===== src/rtl/divider_sequential_pkg.sv =====
// Shared definitions for the sequential restoring divider: FSM state
// encodings and default operand widths.
package divider_sequential_pkg;

    localparam int DEFAULT_DIVIDEND_WIDTH = 4;
    localparam int DEFAULT_DIVISOR_WIDTH  = 2;

    typedef enum logic [1:0] {
        DIV_IDLE = 2'd0,
        DIV_CALC = 2'd1,
        DIV_DONE = 2'd2
    } div_state_t;

endpackage


===== src/rtl/divider_sequential_subtractor.sv =====
// Ripple subtractor built from 1-bit full-adder cells: a - b = a + ~b + 1.
// o_borrow is high when the result would be negative.
module full_adder_cell (
    input  logic i_a,
    input  logic i_b,
    input  logic i_carry,
    output logic o_sum,
    output logic o_carry
);
    assign o_sum   = i_a ^ i_b ^ i_carry;
    assign o_carry = (i_a & i_b) | (i_carry & (i_a ^ i_b));
endmodule

module subtractor_nbit #(
    parameter int WIDTH = 3
) (
    input  logic [WIDTH-1:0] i_a,
    input  logic [WIDTH-1:0] i_b,
    output logic [WIDTH-1:0] o_diff,
    output logic             o_borrow
);
    logic [WIDTH:0]   w_carry;
    logic [WIDTH-1:0] w_bInv;

    assign w_carry[0] = 1'b1;
    assign w_bInv     = ~i_b;

    for (genvar g = 0; g < WIDTH; g++) begin : g_cell
        full_adder_cell u_cell (
            .i_a     (i_a[g]),
            .i_b     (w_bInv[g]),
            .i_carry (w_carry[g]),
            .o_sum   (o_diff[g]),
            .o_carry (w_carry[g+1])
        );
    end

    // No carry out of the top cell means the subtraction borrowed.
    assign o_borrow = ~w_carry[WIDTH];
endmodule


===== src/rtl/divider_sequential.sv =====
// Sequential unsigned restoring divider, one quotient bit per clock.
// Optional feature macro: DIVIDER_DIV_BY_ZERO_EN (detect divisor 0 at start).
module divider_sequential
    import divider_sequential_pkg::*;
#(
    parameter int DIVIDEND_WIDTH = DEFAULT_DIVIDEND_WIDTH,
    parameter int DIVISOR_WIDTH  = DEFAULT_DIVISOR_WIDTH
) (
    input  logic                      clock,
    input  logic                      reset,
    input  logic                      start,
    input  logic [DIVIDEND_WIDTH-1:0] dividend,
    input  logic [DIVISOR_WIDTH-1:0]  divisor,
    output logic                      busy,
    output logic                      done,
    output logic [DIVIDEND_WIDTH-1:0] quotient,
    output logic [DIVISOR_WIDTH-1:0]  remainder,
    output logic                      div_by_zero
);
    localparam int CNT_W = (DIVIDEND_WIDTH > 1) ? $clog2(DIVIDEND_WIDTH) : 1;
    localparam logic [CNT_W-1:0] LAST_STEP = CNT_W'(DIVIDEND_WIDTH - 1);

    div_state_t                r_state;
    div_state_t                w_nextState;
    logic [DIVIDEND_WIDTH-1:0] r_shift;
    logic [DIVISOR_WIDTH-1:0]  r_divisor;
    logic [DIVISOR_WIDTH-1:0]  r_partRem;
    logic [CNT_W-1:0]          r_count;
    logic [DIVIDEND_WIDTH-1:0] r_quotient;
    logic [DIVISOR_WIDTH-1:0]  r_remainder;

    logic [DIVISOR_WIDTH:0]    w_trial;
    logic [DIVISOR_WIDTH:0]    w_diff;
    logic                      w_borrow;
    logic [DIVISOR_WIDTH-1:0]  w_nextRem;
    logic [DIVIDEND_WIDTH-1:0] w_nextShift;
    logic                      w_lastStep;
    logic                      w_startZero;
    logic                      w_unusedDiffMsb;

    // r_shift drains dividend bits from the MSB while quotient bits enter at the LSB.
    assign w_trial     = {r_partRem, r_shift[DIVIDEND_WIDTH-1]};
    assign w_nextRem   = w_borrow ? w_trial[DIVISOR_WIDTH-1:0] : w_diff[DIVISOR_WIDTH-1:0];
    assign w_nextShift = {r_shift[DIVIDEND_WIDTH-2:0], ~w_borrow};
    assign w_lastStep  = (r_count == LAST_STEP);
    assign w_unusedDiffMsb = w_diff[DIVISOR_WIDTH];

    subtractor_nbit #(.WIDTH(DIVISOR_WIDTH + 1)) u_trialSub (
        .i_a      (w_trial),
        .i_b      ({1'b0, r_divisor}),
        .o_diff   (w_diff),
        .o_borrow (w_borrow)
    );

`ifdef DIVIDER_DIV_BY_ZERO_EN
    logic r_divByZero;
    assign w_startZero = (divisor == '0);
    assign div_by_zero = r_divByZero;
`else
    assign w_startZero = 1'b0;
    assign div_by_zero = 1'b0;
`endif

    always_ff @(posedge clock) begin
        if (reset) r_state <= DIV_IDLE;
        else       r_state <= w_nextState;
    end

    always_comb begin
        w_nextState = r_state;
        case (r_state)
            DIV_IDLE: if (start) w_nextState = w_startZero ? DIV_DONE : DIV_CALC;
            DIV_CALC: if (w_lastStep) w_nextState = DIV_DONE;
            DIV_DONE: w_nextState = DIV_IDLE;
            default:  w_nextState = DIV_IDLE;
        endcase
    end

    always_comb begin
        busy = (r_state != DIV_IDLE);
        done = (r_state == DIV_DONE);
    end

    // Result registers load only on the transition into DONE.
    always_ff @(posedge clock) begin
        if (reset) begin
            r_shift     <= '0;
            r_divisor   <= '0;
            r_partRem   <= '0;
            r_count     <= '0;
            r_quotient  <= '0;
            r_remainder <= '0;
`ifdef DIVIDER_DIV_BY_ZERO_EN
            r_divByZero <= 1'b0;
`endif
        end else begin
            case (r_state)
                DIV_IDLE: begin
                    if (start) begin
                        r_shift   <= dividend;
                        r_divisor <= divisor;
                        r_partRem <= '0;
                        r_count   <= '0;
`ifdef DIVIDER_DIV_BY_ZERO_EN
                        if (w_startZero) begin
                            r_quotient  <= '1;
                            r_remainder <= '0;
                            r_divByZero <= 1'b1;
                        end
`endif
                    end
                end
                DIV_CALC: begin
                    r_shift   <= w_nextShift;
                    r_partRem <= w_nextRem;
                    r_count   <= r_count + CNT_W'(1);
                    if (w_lastStep) begin
                        r_quotient  <= w_nextShift;
                        r_remainder <= w_nextRem;
`ifdef DIVIDER_DIV_BY_ZERO_EN
                        r_divByZero <= 1'b0;
`endif
                    end
                end
                default: ;
            endcase
        end
    end

    assign quotient  = r_quotient;
    assign remainder = r_remainder;
endmodule


===== config.mk =====
export PLATFORM = sky130hd
export DESIGN_NAME = divider_sequential
export DESIGN_NICKNAME = d
export VERILOG_FILES = /design/src/rtl/divider_sequential_pkg.sv /design/src/rtl/divider_sequential_subtractor.sv /design/src/rtl/divider_sequential.sv
export SDC_FILE = /design/constraint.sdc
export NUM_CORES = 1
export LEC_CHECK = 0
export BUFFER_PORTS_ARGS = -buffer_cell sky130_fd_sc_hd__buf_4
export CORE_MARGIN = 3
export CORE_UTILIZATION = 40
export CTS_BUF_LIST = sky130_fd_sc_hd__clkbuf_8
export DETAILED_ROUTE_END_ITERATION = 16
export PLACE_DENSITY_LB_ADDON = 0.2
export SETUP_SLACK_MARGIN = 0.3
export SLEW_MARGIN = 20
export SYNTH_ARGS = -nofsm -noshare
export SYNTH_HDL_FRONTEND = slang
export SYNTH_HIERARCHICAL = 1
export SYNTH_SLANG_ARGS = --single-unit
export TNS_END_PERCENT = 1

===== constraint.sdc =====
create_clock -name clock -period 2.85 [get_ports clock]
set_clock_uncertainty 0.15 [all_clocks]
set_input_delay 0.57 -clock clock [delete_from_list [all_inputs] [get_ports clock]]
set_output_delay 0.57 -clock clock [all_outputs]
set_load 0.02 [all_outputs]

==> impl_metrics.py <==
metrics = {
    "run_status": {
        "status": "complete, no violations",
    },
    "final_layout": {
        "nNetsFinal": 113,
        "areaGrowthSynthToFinish_pct": 20.1,
        "mostFrequentLayoutCells": "dfxtp_1, buf_4, nor2_1",
        "post-route-util_pct": 51.6,
        "antenna_cells": 0,
        "drive_above_1_share_pct": 26.5,
        "fillCellCount": 183,
        "final_common_cell": "dfxtp_1",
    },
    "placed_design": {
        "globalplace.congestion": 0.735,
        "io_buffers": 16,
        "hpwlAfterDp_mm": 1.08,
    },
    "logic_synthesis": {
        "ys_warn_count": 6,
        "synth_top_family_by_area": "simple AND/OR/NAND/NOR gates",
        "synth_fa_ha_area_share_pct": 8.53,
        "synth.distinct_cells": 25,
        "synth-seq-cells": 18,
        "netlist_instances": 83,
        "synth_compound_area_share_pct": 12.9,
        "synth_xor_area_share_pct": 0,
        "synth.avg_cell_area_um2": 10.3,
        "synthMuxAreaShare_pct": 14.1,
        "synth_area_leaders": "dfxtp_1, mux2i_1, fa_1, nor2_1, a211oi_2",
        "netlist_area_um2": 851,
        "synth_top_area_share_pct": 42.4,
        "ys_seq_area_share_pct": 42.4,
        "yosys.area_share.simple_pct": 15.3,
        "yosysTopAreaCell": "dfxtp_1",
    },
    "clock_network": {
        "cts_tree": "yes",
        "numCtsBuffers": 3,
        "clk_pin_slew_ns": 0.06,
        "htreeDepth": 1,
        "cts_buffer_depth": 2,
        "insertion_delay_ns": 0.25,
        "cts.sink_count": 18,
        "cts-root-buf": "clkbuf_8",
    },
    "power_and_ir_drop": {
        "peakVddDrop_v": 0.000261,
        "swShare_pct": 24.1,
        "p_sw_w": 0.000124,
        "p_comb_share_pct": 13.3,
        "pwr-share-clk_pct": 33.3,
        "power_w": 0.000515,
        "p_per_area_nw_per_um2": 503,
        "p_seq_share_pct": 53.4,
        "p_leak_nw": 0.418,
        "power.internal_w": 0.000390,
    },
    "routing": {
        "routed_wl_mm": 1.47,
        "first_pass_iters": 2,
        "antenna_left": 0,
        "drc": 0,
        "vias": 591,
        "drt_iter0_markers": 7,
        "avgRoutedWirePerCell_um": 11.8,
        "drt-vias-per-instance": 4.73,
    },
    "sta": {
        "hold_viol": 0,
        "rsz0062_at_grt": "false",
        "fin_crit_sh_pct": 83.7,
        "setup_viol": 0,
        "holdWs_ns": 0.340,
        "tns_ns": 0,
        "slew_viol_final": 0,
        "fmax_mhz": 419,
        "period_needed_ns": 2.38,
    },
    "floorplanning": {
        "initial_core_util_pct": 42.9,
        "num_io_pins": 18,
        "coreArea_um2": 1980,
        "die_area_um2": 2720,
        "rows": 16,
        "die_w_um": 52.1,
        "die_h_um": 52.1,
    },
    "global_route": {
        "grt_max_degree": 20,
        "grt_overflow": 0,
        "antenna_found_initial": 0,
        "first_global_vias": 551,
        "grt.total_usage_pct": 13.3,
        "grt_pass1_wl_mm": 2.55,
    },
    "worst_setup_path": {
        "crit_type": "flop to flop",
        "crit_arrival_ns": 2.36,
        "critPathLaunchType": "flop",
        "worstPathRequired_ns": 2.83,
        "end_kind": "flop",
        "crit_path_max_fanout": 4,
    },
    "hold_path": {
        "hold_class": "flop to flop",
    },
    "job": {
        "drv_cap": 0,
    },
}
-- flip-flops by register name, summed over array words and instances, names as in the netlist --
| register | count |
|---|---|
| r_shift | 4 |
| r_state | 2 |
| r_count | 2 |
| quotient | 4 |
| r_divisor | 2 |
| remainder | 2 |
| r_partRem | 2 |
-- cell type report --
class	count	area, um2	share of cell area, %
inverters	5	18.8	1.84
clock buffers	3	41.3	4.04
multi-input cells	56	448	43.8
well taps	27	33.8	3.30
flip-flops and latches	18	360	35.3
repair buffers	16	120	11.8
-- metal layers --
layer / global-route usage, % / routed length [um] / part of all wire (%)
met5: 0 / 0 / 0
met4: 10.0 / 35 / 2.4
met3: 5.73 / 82 / 5.6
met2: 16.3 / 658 / 45
met1: 17.8 / 697 / 47
-- cells by family after synthesis --
family | Yosys count
other | 2
multiplexers | 12
AO/OA/AOI/OAI | 13
adder cells (fa/ha/maj) | 4
flip-flops | 18
AND/OR/NAND/NOR | 24
buffers and inverters | 10
-- final timing paths --
kind                            start                        end  slack, ns  depth (start not counted)
max reg2reg   r_shift[3]$_SDFFE_PP0P_  r_partRem[0]$_SDFFE_PP0P_       0.47                          6
max           r_shift[3]$_SDFFE_PP0P_  r_partRem[0]$_SDFFE_PP0P_       0.47                          6
min reg2reg  quotient[2]$_SDFFE_PP0P_   quotient[2]$_SDFFE_PP0P_       0.34                          2
min          quotient[2]$_SDFFE_PP0P_   quotient[2]$_SDFFE_PP0P_       0.34                          2
-- metrics by stage --
step	std cells	area [um2]	setup WS, ns
after floorplan	84	855	0.609
after global placement	122	977	0.509
after detailed placement	122	977	0.408
after CTS	125	1020	0.385
after global routing	125	1020	0.347
final	125	1020	0.466
-- cells in the mapped netlist, drive strengths merged --
master / n
nand2b: 1
a211oi: 7
nor3b: 2
or2: 1
nor2b: 2
nor3: 1
buf: 4
ha: 1
o21ai: 2
and3b: 1
fa: 3
nor2: 13
o21ba: 1
mux2i: 12
dfxtp: 18
o21bai: 2
inv: 5
clkbuf: 1
and2b: 1
conb: 2
nand3b: 2
a22oi: 1
-- power groups by stage --
stage	Sequential (W)	Combinational, W	Clock [W]
after floorplan	0.000275	0.0000521	0
after global placement	0.000280	0.0000643	0
after detailed placement	0.000280	0.0000656	0
after CTS	0.000274	0.0000659	0.000181
after global routing	0.000277	0.0000766	0.000189
final	0.000275	0.0000685	0.000171
-- worst max-delay path, cell delays in order (launching register included) --
cell	delay (ns)
dfxtp_1	0.34
fa_1	0.45
fa_1	0.39
fa_1	0.39
inv_2	0.12
mux2i_2	0.28
o21ai_0	0.13
-- timing repair --
action | CTS | global route
endpoints found under the setup margin | 0 | 2
hold buffers | 0 | 0
setup buffers | 0 | 0
endpoints found under the hold margin | 0 | 0
gates resized for setup | 0 | 2
Note: power is estimated with default switching activity, not from simulation.
